File: config.mk
export PLATFORM = sky130hd
export DESIGN_NAME = hc_csr_bank
export DESIGN_NICKNAME = d
export VERILOG_FILES = /design/src/rtl/hc_csr_pkg.sv /design/src/rtl/hc_csr_bank_fsm.sv /design/src/rtl/hc_csr_bank.sv
export SDC_FILE = /design/constraint.sdc
export NUM_CORES = 1
export LEC_CHECK = 0
export ABC_CLOCK_PERIOD_IN_PS = 2830
export CAP_MARGIN = 30
export CORE_AREA = 2 2 340 342
export CTS_CLUSTER_DIAMETER = 80
export DETAILED_ROUTE_END_ITERATION = 12
export DIE_AREA = 0 0 342 344
export PLACE_DENSITY = 0.3
export SYNTH_ARGS = -nofsm -noshare
export SYNTH_HDL_FRONTEND = slang
export SYNTH_SLANG_ARGS = --single-unit
export TNS_END_PERCENT = 20
File: constraint.sdc
create_clock -name clk -period 2.83 [get_ports clk]
set_clock_uncertainty 0.05 [all_clocks]
set_input_delay 0.849 -clock clk [delete_from_list [all_inputs] [get_ports clk]]
set_output_delay 0.849 -clock clk [all_outputs]
set_load 0.1 [all_outputs]
File: src/rtl/hc_csr_pkg.sv
// Shared types and constants for the HC CSR bank: minimal CCI-P MMIO structs,
// register offsets, control codes and the control FSM state encoding.
package hc_csr_pkg;

    typedef struct packed {
        logic [15:0] address;
        logic [1:0]  length;
        logic        rsvd;
        logic [8:0]  tid;
    } t_ccip_c0_ReqMmioHdr;

    typedef struct packed {
        t_ccip_c0_ReqMmioHdr hdr;
        logic [511:0]        data;
        logic                rspValid;
        logic                mmioRdValid;
        logic                mmioWrValid;
    } t_if_ccip_c0_Rx;

    typedef struct packed {
        logic [8:0] tid;
    } t_ccip_c2_RspMmioHdr;

    typedef struct packed {
        t_ccip_c2_RspMmioHdr hdr;
        logic                mmioRdValid;
        logic [63:0]         data;
    } t_if_ccip_c2_Tx;

    typedef logic [63:0] t_hc_address;

    typedef struct packed {
        t_hc_address address;
        logic [31:0] size;
    } t_hc_buffer;

    typedef enum logic [2:0] {
        S_CTL_RESET = 3'd0,
        S_CTL_IDLE  = 3'd1,
        S_CTL_RUN   = 3'd2,
        S_CTL_STOP  = 3'd3
    } t_ctl_state;

    // Byte offsets; decode compares against {dword_addr[15:1], 3'b000}.
    localparam logic [17:0] OFF_DFH        = 18'h000;
    localparam logic [17:0] OFF_AFU_ID_L   = 18'h008;
    localparam logic [17:0] OFF_AFU_ID_H   = 18'h010;
    localparam logic [17:0] OFF_HC_STATUS  = 18'h100;
    localparam logic [17:0] OFF_DSM_BASE   = 18'h110;
    localparam logic [17:0] OFF_HC_CONTROL = 18'h118;
    localparam logic [17:0] OFF_BUF_BASE   = 18'h120;
    localparam logic [17:0] OFF_BUF_STRIDE = 18'h010;

    localparam logic [31:0] CTL_RESET = 32'h0;
    localparam logic [31:0] CTL_INIT  = 32'h1;
    localparam logic [31:0] CTL_START = 32'h3;
    localparam logic [31:0] CTL_STOP  = 32'h7;

    localparam logic [63:0] DFH_VALUE = 64'h1000_0000_0000_1000;

    // 8-byte writes replace the register; 4-byte writes carry data in the low
    // dword and land in the half chosen by dword address bit 0.
    function automatic logic [63:0] hc_merge(input logic [63:0] old_val,
                                             input logic [63:0] wdata,
                                             input logic        full,
                                             input logic        hi);
        if (full)    return wdata;
        else if (hi) return {wdata[31:0], old_val[31:0]};
        else         return {old_val[63:32], wdata[31:0]};
    endfunction

endpackage

File: src/rtl/hc_csr_bank_fsm.sv
// Control FSM: RESET/IDLE/RUN/STOP stepped by HC_CONTROL writes, with
// one-cycle start/stop pulses coincident with the first cycle in RUN/STOP.
module hc_ctl_fsm
    import hc_csr_pkg::*;
(
    input  logic        clk,
    input  logic        rst,
    input  logic        ctl_wr,
    input  logic [31:0] ctl_data,
    output t_ctl_state  state,
    output logic        start,
    output logic        stop
);

    t_ctl_state state_q, state_d;
    logic       start_q, start_d;
    logic       stop_q, stop_d;

    always_ff @(posedge clk) begin
        if (rst) begin
            state_q <= S_CTL_RESET;
            start_q <= 1'b0;
            stop_q  <= 1'b0;
        end else begin
            state_q <= state_d;
            start_q <= start_d;
            stop_q  <= stop_d;
        end
    end

    always_comb begin
        state_d = state_q;
        if (ctl_wr) begin
            case (ctl_data)
                CTL_RESET: state_d = S_CTL_RESET;
                CTL_INIT:  if (state_q == S_CTL_RESET) state_d = S_CTL_IDLE;
                CTL_START: if (state_q == S_CTL_IDLE || state_q == S_CTL_STOP) state_d = S_CTL_RUN;
                CTL_STOP:  if (state_q == S_CTL_RUN) state_d = S_CTL_STOP;
                default:   state_d = state_q;
            endcase
        end
        start_d = (state_d == S_CTL_RUN) && (state_q != S_CTL_RUN);
        stop_d  = (state_d == S_CTL_STOP) && (state_q != S_CTL_STOP);
    end

    assign state = state_q;
    assign start = start_q;
    assign stop  = stop_q;

endmodule

File: src/rtl/hc_csr_bank.sv
// MMIO CSR bank: AFU header, status, DSM base, buffer descriptors and the
// control register feeding hc_ctl_fsm. Reads answer exactly one cycle later.
module hc_csr_bank
    import hc_csr_pkg::*;
#(
    parameter int           NUM_BUFFERS = 2,
    parameter logic [127:0] AFU_ID      = 128'h0
) (
    input  logic           clk,
    input  logic           SoftReset,
    input  t_if_ccip_c0_Rx rx_c0,
    output t_if_ccip_c2_Tx tx_c2,
    output logic [63:0]    hc_dsm_base,
    output t_hc_buffer     hc_buffer [NUM_BUFFERS],
    output logic           hc_afu_rst,
    output logic           hc_start,
    output logic           hc_stop,
    output logic           hc_running
);

    logic [63:0] dsm_q, dsm_d;
    t_hc_buffer  buf_q [NUM_BUFFERS];
    t_hc_buffer  buf_d [NUM_BUFFERS];
    logic        lock_err_q, lock_err_d;
    logic        rd_valid_q, rd_valid_d;
    logic [8:0]  rd_tid_q, rd_tid_d;
    logic [63:0] rd_data_q, rd_data_d;

    logic [17:0] byte_off;
    logic        wr_en, wr_full, wr_hi, ctl_wr;
    logic [63:0] wr_data;
    t_ctl_state  ctl_state;
    logic        unused_rx;

    assign byte_off  = {rx_c0.hdr.address[15:1], 3'b000};
    assign wr_hi     = rx_c0.hdr.address[0];
    assign wr_full   = (rx_c0.hdr.length != 2'b00);
    assign wr_data   = rx_c0.data[63:0];
    assign wr_en     = rx_c0.mmioWrValid && !rx_c0.mmioRdValid;
    assign unused_rx = ^{rx_c0.hdr.rsvd, rx_c0.data[511:64], rx_c0.rspValid};

    hc_ctl_fsm u_ctl_fsm (
        .clk      (clk),
        .rst      (SoftReset),
        .ctl_wr   (ctl_wr),
        .ctl_data (wr_data[31:0]),
        .state    (ctl_state),
        .start    (hc_start),
        .stop     (hc_stop)
    );

    // Register writes; DSM and buffers are frozen while running.
    always_comb begin
        dsm_d      = dsm_q;
        buf_d      = buf_q;
        lock_err_d = lock_err_q;
        ctl_wr     = 1'b0;
        if (wr_en) begin
            if (byte_off == OFF_HC_CONTROL && (wr_full || !wr_hi)) ctl_wr = 1'b1;
            if (byte_off == OFF_DSM_BASE) begin
                if (ctl_state == S_CTL_RUN) lock_err_d = 1'b1;
                else dsm_d = hc_merge(dsm_q, wr_data, wr_full, wr_hi);
            end
            for (int i = 0; i < NUM_BUFFERS; i++) begin
                if (byte_off == OFF_BUF_BASE + 18'(16 * i)) begin
                    if (ctl_state == S_CTL_RUN) lock_err_d = 1'b1;
                    else buf_d[i].address = hc_merge(buf_q[i].address, wr_data, wr_full, wr_hi);
                end
                if (byte_off == OFF_BUF_BASE + 18'(16 * i) + 18'h8) begin
                    if (ctl_state == S_CTL_RUN) lock_err_d = 1'b1;
                    else if (wr_full || !wr_hi) buf_d[i].size = wr_data[31:0];
                end
            end
        end
        if (ctl_wr && wr_data[31:0] == CTL_RESET) lock_err_d = 1'b0;
    end

    always_comb begin
        rd_valid_d = rx_c0.mmioRdValid;
        rd_tid_d   = rx_c0.hdr.tid;
        rd_data_d  = '0;
        case (byte_off)
            OFF_DFH:       rd_data_d = DFH_VALUE;
            OFF_AFU_ID_L:  rd_data_d = AFU_ID[63:0];
            OFF_AFU_ID_H:  rd_data_d = AFU_ID[127:64];
            OFF_HC_STATUS: rd_data_d = {60'b0, lock_err_q, ctl_state};
            OFF_DSM_BASE:  rd_data_d = dsm_q;
            default:       rd_data_d = '0;
        endcase
        for (int i = 0; i < NUM_BUFFERS; i++) begin
            if (byte_off == OFF_BUF_BASE + 18'(16 * i)) rd_data_d = buf_q[i].address;
            if (byte_off == OFF_BUF_BASE + 18'(16 * i) + 18'h8) rd_data_d = {32'b0, buf_q[i].size};
        end
    end

    always_ff @(posedge clk) begin
        if (SoftReset) begin
            dsm_q      <= '0;
            lock_err_q <= 1'b0;
            rd_valid_q <= 1'b0;
            rd_tid_q   <= '0;
            rd_data_q  <= '0;
            for (int i = 0; i < NUM_BUFFERS; i++) buf_q[i] <= '0;
        end else begin
            dsm_q      <= dsm_d;
            buf_q      <= buf_d;
            lock_err_q <= lock_err_d;
            rd_valid_q <= rd_valid_d;
            rd_tid_q   <= rd_tid_d;
            rd_data_q  <= rd_data_d;
        end
    end

    // A reset arriving in the response cycle suppresses the pending answer.
    always_comb begin
        tx_c2             = '0;
        tx_c2.mmioRdValid = rd_valid_q && !SoftReset;
        tx_c2.hdr.tid     = rd_tid_q;
        tx_c2.data        = rd_data_q;
    end

    assign hc_dsm_base = dsm_q;
    assign hc_buffer   = buf_q;
    assign hc_afu_rst  = (ctl_state == S_CTL_RESET);
    assign hc_running  = (ctl_state == S_CTL_RUN);

endmodule

Word level (Yosys, flattened, before mapping) --
Index checks and enable logic that the tools add are counted.
Cells by class: bitwise logic cells 1, reductions and logical operators 26, equal/unequal tests 18, mux-type cells 25
Operators by type and width (number):
- 2-to-1 mux 64 bit | 5
- one-hot mux 64 bit (3 select lines) | 1
- equality test 15 x 6 -> 1 bit (second input constant) | 7
- equality test 32 x 1 -> 1 bit (second input constant) | 1
- equality test 32 x 2 -> 1 bit (second input constant) | 1
- equality test 32 x 3 -> 1 bit (second input constant) | 1
- zero test 32 bit | 1
- 2-to-1 mux 32 bit | 1
- AND reduction 4 bit | 8
- zero test 18 bit | 1
- 2-to-1 mux 1 bit | 13
- equality test 3 x 2 -> 1 bit (second input constant) | 4
- 2-to-1 mux 3 bit | 4
- one-hot mux 3 bit (4 select lines) | 1
- logical AND 1 bit | 6
- inequality test 3 x 2 -> 1 bit (second input constant) | 2
- nonzero test 2 bit | 2
- OR reduction 2 bit | 2
- equality test 3 x 1 -> 1 bit (second input constant) | 1
- zero test 1 bit | 3
- zero test 3 bit | 1
- logical OR 1 bit | 2
- inequality test 2 x 1 -> 1 bit (second input constant) | 1
- inverter 1 bit | 1
Word-level totals: register bits after elaboration 336, input bits 545, logic and storage cells 86, output and inout port bits 334

Depth between registers and ports, before layout --
Gate-level depths: netlist (run 1).
word-level depth 12, mapped depth 9, gate-level depth less buffers 6

Hierarchy --
From an unflattened synthesis (run 1), not the netlist that was laid out.
Second synthesis, totals: cells, all modules 1638, area total of the unflattened synthesis 13250.2 um^2
By module, submodules not included:
- hc_csr_bank | area an instance 12921.1 um^2, times used 1, seq. area each 6626.4 um^2, cells an instance 1599
- hc_ctl_fsm | area an instance 329.1 um^2, times used 1, seq. area each 100.1 um^2, cells an instance 39

Worst setup path after synthesis (run 1) --
Ideal clock, no wire load.
path kind in2out, from input port SoftReset, to output port tx_c2[64] in the netlist's numbering, arrival 2.720 ns, data required time 1.931 ns, slack -0.789 ns, stages on the path 4, cells stage by stage clkbuf_1 -> clkbuf_1 -> clkbuf_1 -> nor2b_1
RTL lines:
- start, declared | RTL line hc_csr_bank.sv:10 | input logic SoftReset,
- end, declared | RTL line hc_csr_bank.sv:12 | output t_if_ccip_c2_Tx tx_c2,

Worst setup path after layout (run 1) --
from input port rx_c0[533] in the netlist's numbering, to register rd_data_q[47]
On the way: word-level cells in the longest chain between the ends 5, elaborated cells between the ends (all ways) 12
RTL lines:
- start, declared | RTL line hc_csr_bank.sv:11 | input t_if_ccip_c0_Rx rx_c0,
- equality test 15 x 6 -> 1 bit / zero test 18 bit (equally long branches) | RTL line hc_csr_bank.sv:82 | case (byte_off)
- one-hot mux 64 bit (3 select lines) | RTL line hc_csr_bank.sv:82
- 2-to-1 mux 64 bit | RTL line hc_csr_bank.sv:91 | if (byte_off == OFF_BUF_BASE + 18'(16 * i)) rd_data_d = buf_q[i].address;
- 2-to-1 mux 64 bit | RTL line hc_csr_bank.sv:92 | if (byte_off == OFF_BUF_BASE + 18'(16 * i) + 18'h8) rd_data_d = {32'b0, buf_q[i].size};
- 2-to-1 mux 64 bit | RTL line hc_csr_bank.sv:91
- end signal, assigned | RTL line hc_csr_bank.sv:110 | rd_data_q <= rd_data_d;
- end, declared | RTL line hc_csr_bank.sv:27 | logic [63:0] rd_data_q, rd_data_d;
Parallel ways exist; a longest one is shown, timed or not. A chain may end at the register's enable or synchronous reset.

==> impl_metrics.tcl, run 1 <==
set metrics [dict create \
    power_density_nw_per_um2 545 \
    drv_cap 0 \
    clock.fmax_mhz 355 \
    final-setup-viol-count 0 \
    ir_drop_uv 454 \
    cts_sinks 336 \
    worst_pin_slew_ns 0.743 \
    ctsHtreeMaxLevel 2 \
    viasPerCell 3.94 \
    syn_avg_cell_area_um2 8.26 \
    first_pass_iters 6 \
    cts_buffers 51 \
    layout_common_cells "481 x buf_4, 344 x nand2_1, 336 x dfxtp_1" \
    root_buffer "clkbuf_16" \
    clk_latency_ns 0.64 \
    syn_inst 1600 \
    dieArea_um2 118000 \
    ys.flop_type "dfxtp_1" \
    required_ns 3.26 \
    synth-seq-cells 336 \
    yosys-top-cells-area "dfxtp_1 51%, nand2_1 9.9%, a21oi_1 7.9%, nor2_1 5.4%, a211oi_1 3.9%" \
    netlist_area_um2 13200 \
    synth-edff-count 0 \
    rows 124 \
    slew_viol_final 0 \
    start_util 0.116 \
    clock_power_share 0.544 \
    switching_share 0.255 \
    gp_congestion 0.767 \
    cts_tree "done" \
    grt_max_degree 122 \
    area_growth_pct 68.4 \
    grt_pass1_vias 14339 \
    pin_count 879 \
    die_x_um 342 \
    antenna_found_initial 31 \
    clkTransAtPathRegs_ns 0.06 \
    cp_max_fo 17 \
    ys_seq_area_frac 0.509 \
    overflow 0 \
    mostFrequentLayoutCell "buf_4" \
    synth.largest_area_cell "dfxtp_1" \
    critPathKind "in2reg" \
    yosysWarnings 0 \
    grt_first_pass_wirelength_um 123000 \
    nNetsFinal 2702 \
    hold_path_class "reg2reg" \
    fin_setup_tns_ns 0 \
    cts.path.max_buffers 3 \
    synth_nets 2145 \
    ys_async_sr_fraction 0 \
    slew-limit-headroom 0.505 \
    power_frac_comb 0.065 \
    dp_hpwl_um 70600 \
    top_usage_layer "met2" \
    min_period_ns 2.82 \
    p_int_mw 9.04 \
    postLayoutCoreUtil 0.195 \
    leakage_nw 8.25 \
    drcViolationCount 0 \
    routedWlPerCell_um 25.3 \
    switchingPower_mw 3.10 \
    synthDistinctLibCells 47 \
    drt-initial-drc-count 1063 \
    grtUsageMet1 0.190 \
    layout-drive-gt1-share 0.319 \
    core_area_um2 114000 \
    wl_um 93900 \
    drtAntennaViolNets 0 \
    crit_path_end_kind "register" \
    hold_violations 0 \
    p_seq_frac 0.391 \
    die_y_um 344 \
    synthDominantCellAreaShare 0.509 \
    arrival_ns 3.25 \
    post-route-period-util 0.996 \
    grt_use_met2 0.245 \
    met3_usage 0.0542 \
    rsz0062_at_grt "false" \
    gr-usage-all-layers 0.151 \
    vias 14624 \
    cp-start-kind "input pin" \
    status "completed" \
    fillers 12698 \
    port_buffers 428 \
]
## critical path: stages
cell             delay [ns]
clkdlybuf4s50_1        0.54
nor4b_1                0.21
buf_4                  0.14
and4_1                 0.23
and2_4                 0.23
buf_4                  0.16
buf_12                 0.15
a222oi_1               0.65
nor2_1                 0.08
## Yosys cell counts (2+ instances only)
cell type,number
nor4_1,8
o2bb2ai_1,8
buf_4,10
a211oi_1,68
nand2b_1,11
dfxtp_1,336
o22ai_1,23
inv_1,3
nand3_1,7
nor3_2,2
and4_1,2
and2_1,3
buf_6,3
nor2_1,189
o21a_1,2
nor4b_1,2
clkbuf_1,74
a222oi_1,32
and3_1,3
a31oi_1,33
buf_1,14
nor2b_1,58
a211oi_2,28
nor2_4,2
or2_1,2
nor3_1,26
a21oi_1,209
nand4_1,5
buf_2,31
mux2i_1,4
o21ai_0,40
nand2_1,347
## final cells by class
| class | count | area (um^2) | share of cell area |
|---|---|---|---|
| sequential | 336 | 6730 | 0.302 |
| multi-input combinational | 1129 | 6110 | 0.275 |
| timing repair buffer | 636 | 5780 | 0.260 |
| tap | 1512 | 1890 | 0.0850 |
| clock buffer | 70 | 1470 | 0.0660 |
| clock inverter | 22 | 256 | 0.0115 |
| antenna | 5 | 12.5 | 0.000562 |
| inverter | 3 | 11.3 | 0.000506 |
## final timing paths
kind,start,to,slack [ns],cells after the start
worst min register to register,hc_dsm_base[17],hc_dsm_base[17],0.42,2
worst max register to register,u_ctl_fsm.state[2],hc_buffer[173],0.63,9
worst max-delay path,rx_c0[533],rd_data_q[47],0.01,9
worst min-delay path,hc_dsm_base[17],hc_dsm_base[17],0.42,2
## cells by family after synthesis
family	synth area share
mux	0.00303
flops	0.509
buf+inv	0.0458
simple gates	0.221
compound gates	0.222
## layer usage
layer  part of all wire  up-vias
met1               0.43     7202
li1                   -     6706
met2               0.46      557
met5             0.0013        -
met4              0.023       18
met3              0.088      141
## per-stage QoR
stage / hold WS, ns / worst slack (ns) / power (mW) / cell area [um^2] / std cells
4_1_cts: 0.398 / -0.0151 / 12.4 / 21900 / 3686
3_5_place_dp: 0.417 / -1.13 / 5.63 / 20100 / 3594
3_3_place_gp: 0.411 / -1.48 / 5.63 / 20100 / 3593
2_1_floorplan: 0.390 / -0.268 / 5.13 / 13200 / 1600
6_report: 0.425 / 0.0115 / 12.1 / 22300 / 3713
5_1_grt: 0.428 / 0.00394 / 12.6 / 22200 / 3708
## sequential cells by signal, summed over array words and instances, names as in the netlist
name and cells:
u_ctl_fsm.start 1, u_ctl_fsm.state 3, rd_tid_q 9, rd_valid_q 1, u_ctl_fsm.stop 1, lock_err_q 1
hc_dsm_base 64, hc_buffer 192, rd_data_q 64
## power groups by stage
stage | Sequential (mW) | Clock (mW) | Combinational, mW
after global routing | 4.74 | 7.01 | 0.841
after detailed placement | 4.84 | 0 | 0.789
after floorplan | 4.89 | 0 | 0.233
final | 4.74 | 6.61 | 0.786
after global placement | 4.84 | 0 | 0.787
after CTS | 4.74 | 6.87 | 0.796
## repair_timing
| item | CTS | global route |
|---|---|---|
| cloned | 0 | 5 |
| setup buffers | 0 | 17 |
| setup endpoints to repair | 12 | 36 |
| resized for setup | 13 | 14 |
| hold buffers | 0 | 0 |
| pin swaps | 1 | 8 |
No activity file was read; power rests on OpenSTA's default activity.
==> run 2: changes to the inputs <==
- CTS_CLUSTER_SIZE: not set -> 40
- SLEW_MARGIN: not set -> 20
==> run 2 against run 1 <==
Effect of this change:
- worst hold slack worse by 0.0030 ns
- non-clock buffer count down 6
- clock power down 11%
- fmax up 2.1%
- final cell count down 0.65%
- register-to-register slack better by 0.05 ns
- combinational power about the same
- wire length down 1.9%
- critical endpoint unchanged
- largest cell class unchanged
==> impl_metrics.tcl, run 2 (synthesized netlist as in run 1, its figures left out) <==
set metrics [dict create \
    status "completed" \
    fillers 12686 \
    arrival_ns 3.17 \
    crit_path_end_kind "register" \
    multiInputGateArea_um2 6130 \
    rsz0062_at_grt "false" \
    die_y_um 344 \
    max_stage_delay_ns 0.59 \
    seqCellArea_um2 6730 \
    layout-drive-gt1-share 0.313 \
    first_pass_iters 8 \
    rrSetupSlack_ns 0.68 \
    drv_cap 0 \
    vias 14354 \
    clkTransAtPathRegs_ns 0.08 \
    ir_drop_uv 328 \
    critPathKind "in2reg" \
    slew-limit-headroom 0.530 \
    gp_congestion 0.767 \
    power_density_nw_per_um2 520 \
    dp_hpwl_um 70600 \
    slew_viol_final 0 \
    root_buffer "clkbuf_16" \
    power_frac_comb 0.069 \
    cp-start-kind "input pin" \
    wl_um 92000 \
    start_util 0.116 \
    port_buffers 428 \
    p_seq_frac 0.416 \
    cp_max_fo 8 \
    min_period_ns 2.76 \
    core_area_um2 114000 \
    path_cells "clkdlybuf4s50_1 > nor4_4 > buf_4 > buf_4 > nand4_1 > buf_6 > nor3_4 > buf_6 > buf_12 > buf_12 > a222oi_1 > nor2_1" \
    worst_pin_slew_ns 0.703 \
    leakage_nw 8.07 \
    viasPerCell 3.89 \
    nNetsFinal 2682 \
    final-setup-viol-count 0 \
    area_growth_pct 65.7 \
    p_int_mw 8.20 \
    switchingPower_mw 3.18 \
    cts_sinks 336 \
    gr-usage-all-layers 0.151 \
    clock_power_share 0.515 \
    antenna_found_initial 32 \
    drtAntennaViolNets 0 \
    routedWlPerCell_um 24.9 \
    drcViolationCount 0 \
    dieArea_um2 118000 \
    grt_max_degree 122 \
    timing.hold.ws_ns 0.422 \
    cts.path.max_buffers 3 \
    rows 124 \
    pin_count 879 \
    clock.fmax_mhz 362 \
    slowest_stage "a222oi_1" \
    largest_reg_flops 192 \
    cts_buffers 37 \
    hold_path_class "reg2reg" \
    overflow 0 \
    post-route-period-util 0.976 \
    mostFrequentLayoutCell "buf_4" \
    clk_latency_ns 0.62 \
    cts_tree "done" \
    die_x_um 342 \
    grt_first_pass_wirelength_um 122000 \
    power_mw 11.4 \
    required_ns 3.24 \
    hold_violations 0 \
    drt-initial-drc-count 1068 \
    ctsHtreeMaxLevel 2 \
    switching_share 0.280 \
    layout_common_cells "477 x buf_4, 344 x nand2_1, 336 x dfxtp_1" \
    grt_pass1_vias 14162 \
]
run 2: cell count changes in the layout (fill, tap and decap cells not counted), moves of 2 or more:
cell | before | now
clkinv_8 | 1 | 8
clkbuf_1 | 8 | 3
inv_8 | 1 | 3
clkbuf_8 | 10 | 0
clkinv_2 | 8 | 0
clkbuf_16 | 57 | 41
inv_12 | 0 | 3
clkinv_4 | 3 | 0
inv_16 | 0 | 2
diode_2 | 5 | 11
buf_4 | 481 | 477
run 2: layer usage:
| metal | GRT usage | routed length, um | up-vias |
|---|---|---|---|
| met1 | 0.190 | 39000 | 7019 |
| met4 | 0.0356 | 1850 | 10 |
| li1 | - | - | 6657 |
| met2 | 0.244 | 42400 | 554 |
| met3 | 0.0535 | 8810 | 114 |
| met5 | 0 | 61 | - |
run 2: timing repair:
action                                  CTS  global route
gates cloned                              0             2
endpoints found under the setup margin   26            38
buffers inserted                          0            15
hold buffers                              0             0
resized for setup                        10            22
pin swaps                                 2            15
run 2: worst paths after layout:
path / startpoint / to / depth (start not counted)
min: hc_buffer[2] / rd_data_q[2] / 2
max: rx_c0[535] / rd_data_q[47] / 12
max reg2reg: u_ctl_fsm.state[2] / hc_buffer[188] / 9
min reg2reg: hc_buffer[2] / rd_data_q[2] / 2
run 2: layout make-up:
type	instances	area share
Tap cell	1512	0.0863
Inverter	3	0.000514
Clock buffer	42	0.0451
Sequential cell	336	0.307
Multi-Input combinational cell	1129	0.280
Timing Repair Buffer	630	0.260
Antenna cell	11	0.00126
Clock inverter	26	0.0203
run 2: critical path: cells and delay by family:
| kind | cells | cell delay [ns] |
|---|---|---|
| buffers and inverters | 7 | 1.37 |
| AOI/OAI and AO/OA | 1 | 0.59 |
| and+or+nand+nor | 4 | 0.33 |
run 2: metrics by stage:
stage | instance area (um^2) | TNS [ns] | std cells | setup slack (ns) | util
2_1_floorplan | 13200 | -0.268 | 1600 | -0.268 | -
3_3_place_gp | 20100 | -156.70 | 3593 | -1.48 | 0.176
3_5_place_dp | 20100 | -159.19 | 3593 | -1.12 | 0.176
4_1_cts | 21600 | -0.0829 | 3661 | -0.0708 | 0.189
5_1_grt | 21900 | 0 | 3680 | 0.00311 | 0.192
6_report | 21900 | 0 | 3689 | 0.0690 | 0.192
run 2: power groups by stage:
stage                     logic [mW]  registers, mW  clock network (mW)
after floorplan                0.233           4.89                   0
after global placement         0.787           4.84                   0
after detailed placement       0.791           4.84                   0
after CTS                      0.797           4.73                6.10
after global routing           0.843           4.73                6.22
final                          0.787           4.73                5.86
==> run 3: changes to the inputs <==
- CAP_MARGIN: 30 -> not set
- CELL_PAD_IN_SITES_DETAIL_PLACEMENT: not set -> 1
- CELL_PAD_IN_SITES_GLOBAL_PLACEMENT: not set -> 2
- CORE_AREA: 2 2 340 342 -> 2 2 347 349
- DIE_AREA: 0 0 342 344 -> 0 0 349 351
- PLACE_DENSITY: 0.3 -> 0.49
==> run 3 against run 2 <==
Effect of this change:
- fmax shrank 2.4%
- largest cell class unchanged
- the flow now finishes with violations (setup timing)
- power is 0.63% lower
- combinational power decreased by 1%
==> impl_metrics.tcl, run 3 (synthesized netlist as in run 1, its figures left out) <==
set metrics [dict create \
    status "finished, violations left" \
    violations "setup timing" \
    crit_start "rx_c0[531]" \
    p_int_mw 8.08 \
    cts_tree "done" \
    crit_path_end_kind "register" \
    hold_violations 0 \
    wl_um 92500 \
    cp-start-kind "input pin" \
    cts.path.max_buffers 3 \
    drv_cap 0 \
    area_growth_pct 64.0 \
    overflow 0 \
    hold_path_class "reg2reg" \
    mostFrequentLayoutCell "buf_4" \
    post-route-period-util 1.00 \
    switchingPower_mw 3.23 \
    reg2reg_from "u_ctl_fsm.state[0]" \
    grt_pass1_vias 14922 \
    power_density_nw_per_um2 522 \
    placed_area_um2 20200 \
    nNetsFinal 2680 \
    grt_max_degree 96 \
    die_y_um 351 \
    first_pass_iters 5 \
    start_util 0.111 \
    drtAntennaViolNets 0 \
    postLayoutCoreUtil 0.182 \
    core_area_um2 119000 \
    ir_drop_uv 307 \
    port_buffers 428 \
    ctsHtreeMaxLevel 2 \
    cts_buffers 39 \
    dp_hpwl_um 71700 \
    viasPerCell 3.82 \
    required_ns 3.30 \
    critPathKind "in2reg" \
    reg2reg_depth 9 \
    slew-limit-headroom 0.580 \
    die_x_um 349 \
    rows 127 \
    dieArea_um2 122000 \
    gr-usage-all-layers 0.147 \
    routedWlPerCell_um 24.9 \
    min_period_ns 2.83 \
    layout-drive-gt1-share 0.310 \
    power_frac_comb 0.069 \
    r2r_end "hc_buffer[169]" \
    drt-initial-drc-count 808 \
    cp_max_fo 13 \
    final-setup-viol-count 1 \
    largest_reg_flops 192 \
    root_buffer "clkbuf_16" \
    p_seq_frac 0.418 \
    fin_ws_ns -0.000215 \
    pin_count 879 \
    antenna_found_initial 28 \
    clock_power_share 0.513 \
    rrSetupSlack_ns 0.71 \
    final_area_um2 21700 \
    switching_share 0.286 \
    slew_viol_final 0 \
    power_mw 11.3 \
    vias 14204 \
    leakage_nw 7.97 \
    clk_latency_ns 0.62 \
    rsz0062_at_grt "true" \
    gp_congestion 0.752 \
    grt_first_pass_wirelength_um 125000 \
    cts_setup_buffers 0 \
    arrival_ns 3.30 \
    clock.fmax_mhz 353 \
    cts_sinks 336 \
    clkTransAtPathRegs_ns 0.07 \
    drcViolationCount 0 \
    worst_pin_slew_ns 0.630 \
    crit_end "rd_data_q[32]" \
    layout_common_cells "484 x buf_4, 344 x nand2_1, 336 x dfxtp_1" \
]
==> run 3: cell count changes in the layout (fill, tap and decap cells not counted), sizes merged <==
cell / previous run / this run
diode: 11 / 8
clkbuf: 44 / 43
clkdlybuf4s50: 86 / 89
clkinvlp: 1 / 2
bufinv: 5 / 2
buf: 538 / 536
dlymetal6s2s: 4 / 1
inv: 15 / 18
==> run 3: area by class of cell <==
| type | instances | area [um^2] |
|---|---|---|
| repair buffers | 626 | 5530 |
| clock inverters | 27 | 385 |
| clock buffers | 43 | 1040 |
| well taps | 1548 | 1940 |
| diodes | 8 | 20.0 |
| multi-input cells | 1129 | 6020 |
| inverters | 3 | 11.3 |
| fillers | 13916 | 97300 |
| flip-flops and latches | 336 | 6730 |
==> run 3: worst min path at each step <==
stage                               start              end  slack, ns  depth (start not counted)
after floorplan                lock_err_q       lock_err_q       0.39                          1
after global placement    hc_dsm_base[20]  hc_dsm_base[20]       0.41                          2
after detailed placement   hc_buffer[134]   hc_buffer[134]       0.41                          2
after CTS                 hc_dsm_base[23]  hc_dsm_base[23]       0.43                          2
after global routing       hc_buffer[119]   hc_buffer[119]       0.45                          2
final                      hc_buffer[119]   hc_buffer[119]       0.43                          2
==> run 3: worst max-delay path, stage by stage <==
cell and delay (ns):
clkdlybuf4s50_1 0.41, nor3_2 0.36, buf_4 0.18, buf_4 0.11, nand4_1 0.12, buf_4 0.18
nor3_4 0.43, buf_12 0.23, buf_12 0.16, a222oi_1 0.12, nor2_1 0.11
==> run 3: metal layers <==
metal	vias up	track usage	wire [um]
li1	6651	-	-
met1	7003	0.182	39500
met2	431	0.243	43100
met3	111	0.0526	7780
met4	8	0.0382	2090
met5	-	0	43
==> run 3: what timing repair did <==
| action | 4_1_cts | 5_1_grt |
|---|---|---|
| cloned | 0 | 0 |
| resized for setup | 6 | 4 |
| endpoints found under the setup margin | 87 | 32 |
| pin swaps | 0 | 2 |
| hold buffers | 0 | 0 |
==> run 3: power by group through the flow <==
stage | registers (mW) | logic [mW] | clock network [mW]
finish | 4.73 | 0.778 | 5.80
global route | 4.73 | 0.837 | 6.24
CTS | 4.73 | 0.795 | 6.09
detailed placement | 4.84 | 0.792 | 0
global placement | 4.84 | 0.786 | 0
floorplan | 4.89 | 0.233 | 0
==> run 3: metrics by stage <==
step                      std cells  hold slack [ns]  setup slack (ns)  setup TNS, ns
after global routing           3712            0.446           -0.0215        -0.0215
after detailed placement       3642            0.413            -0.845        -191.92
final                          3720            0.426         -0.000215      -0.000215
after floorplan                1600            0.390            -0.268         -0.268
after CTS                      3712            0.429           0.00658              0
after global placement         3642            0.411            -0.835        -187.84
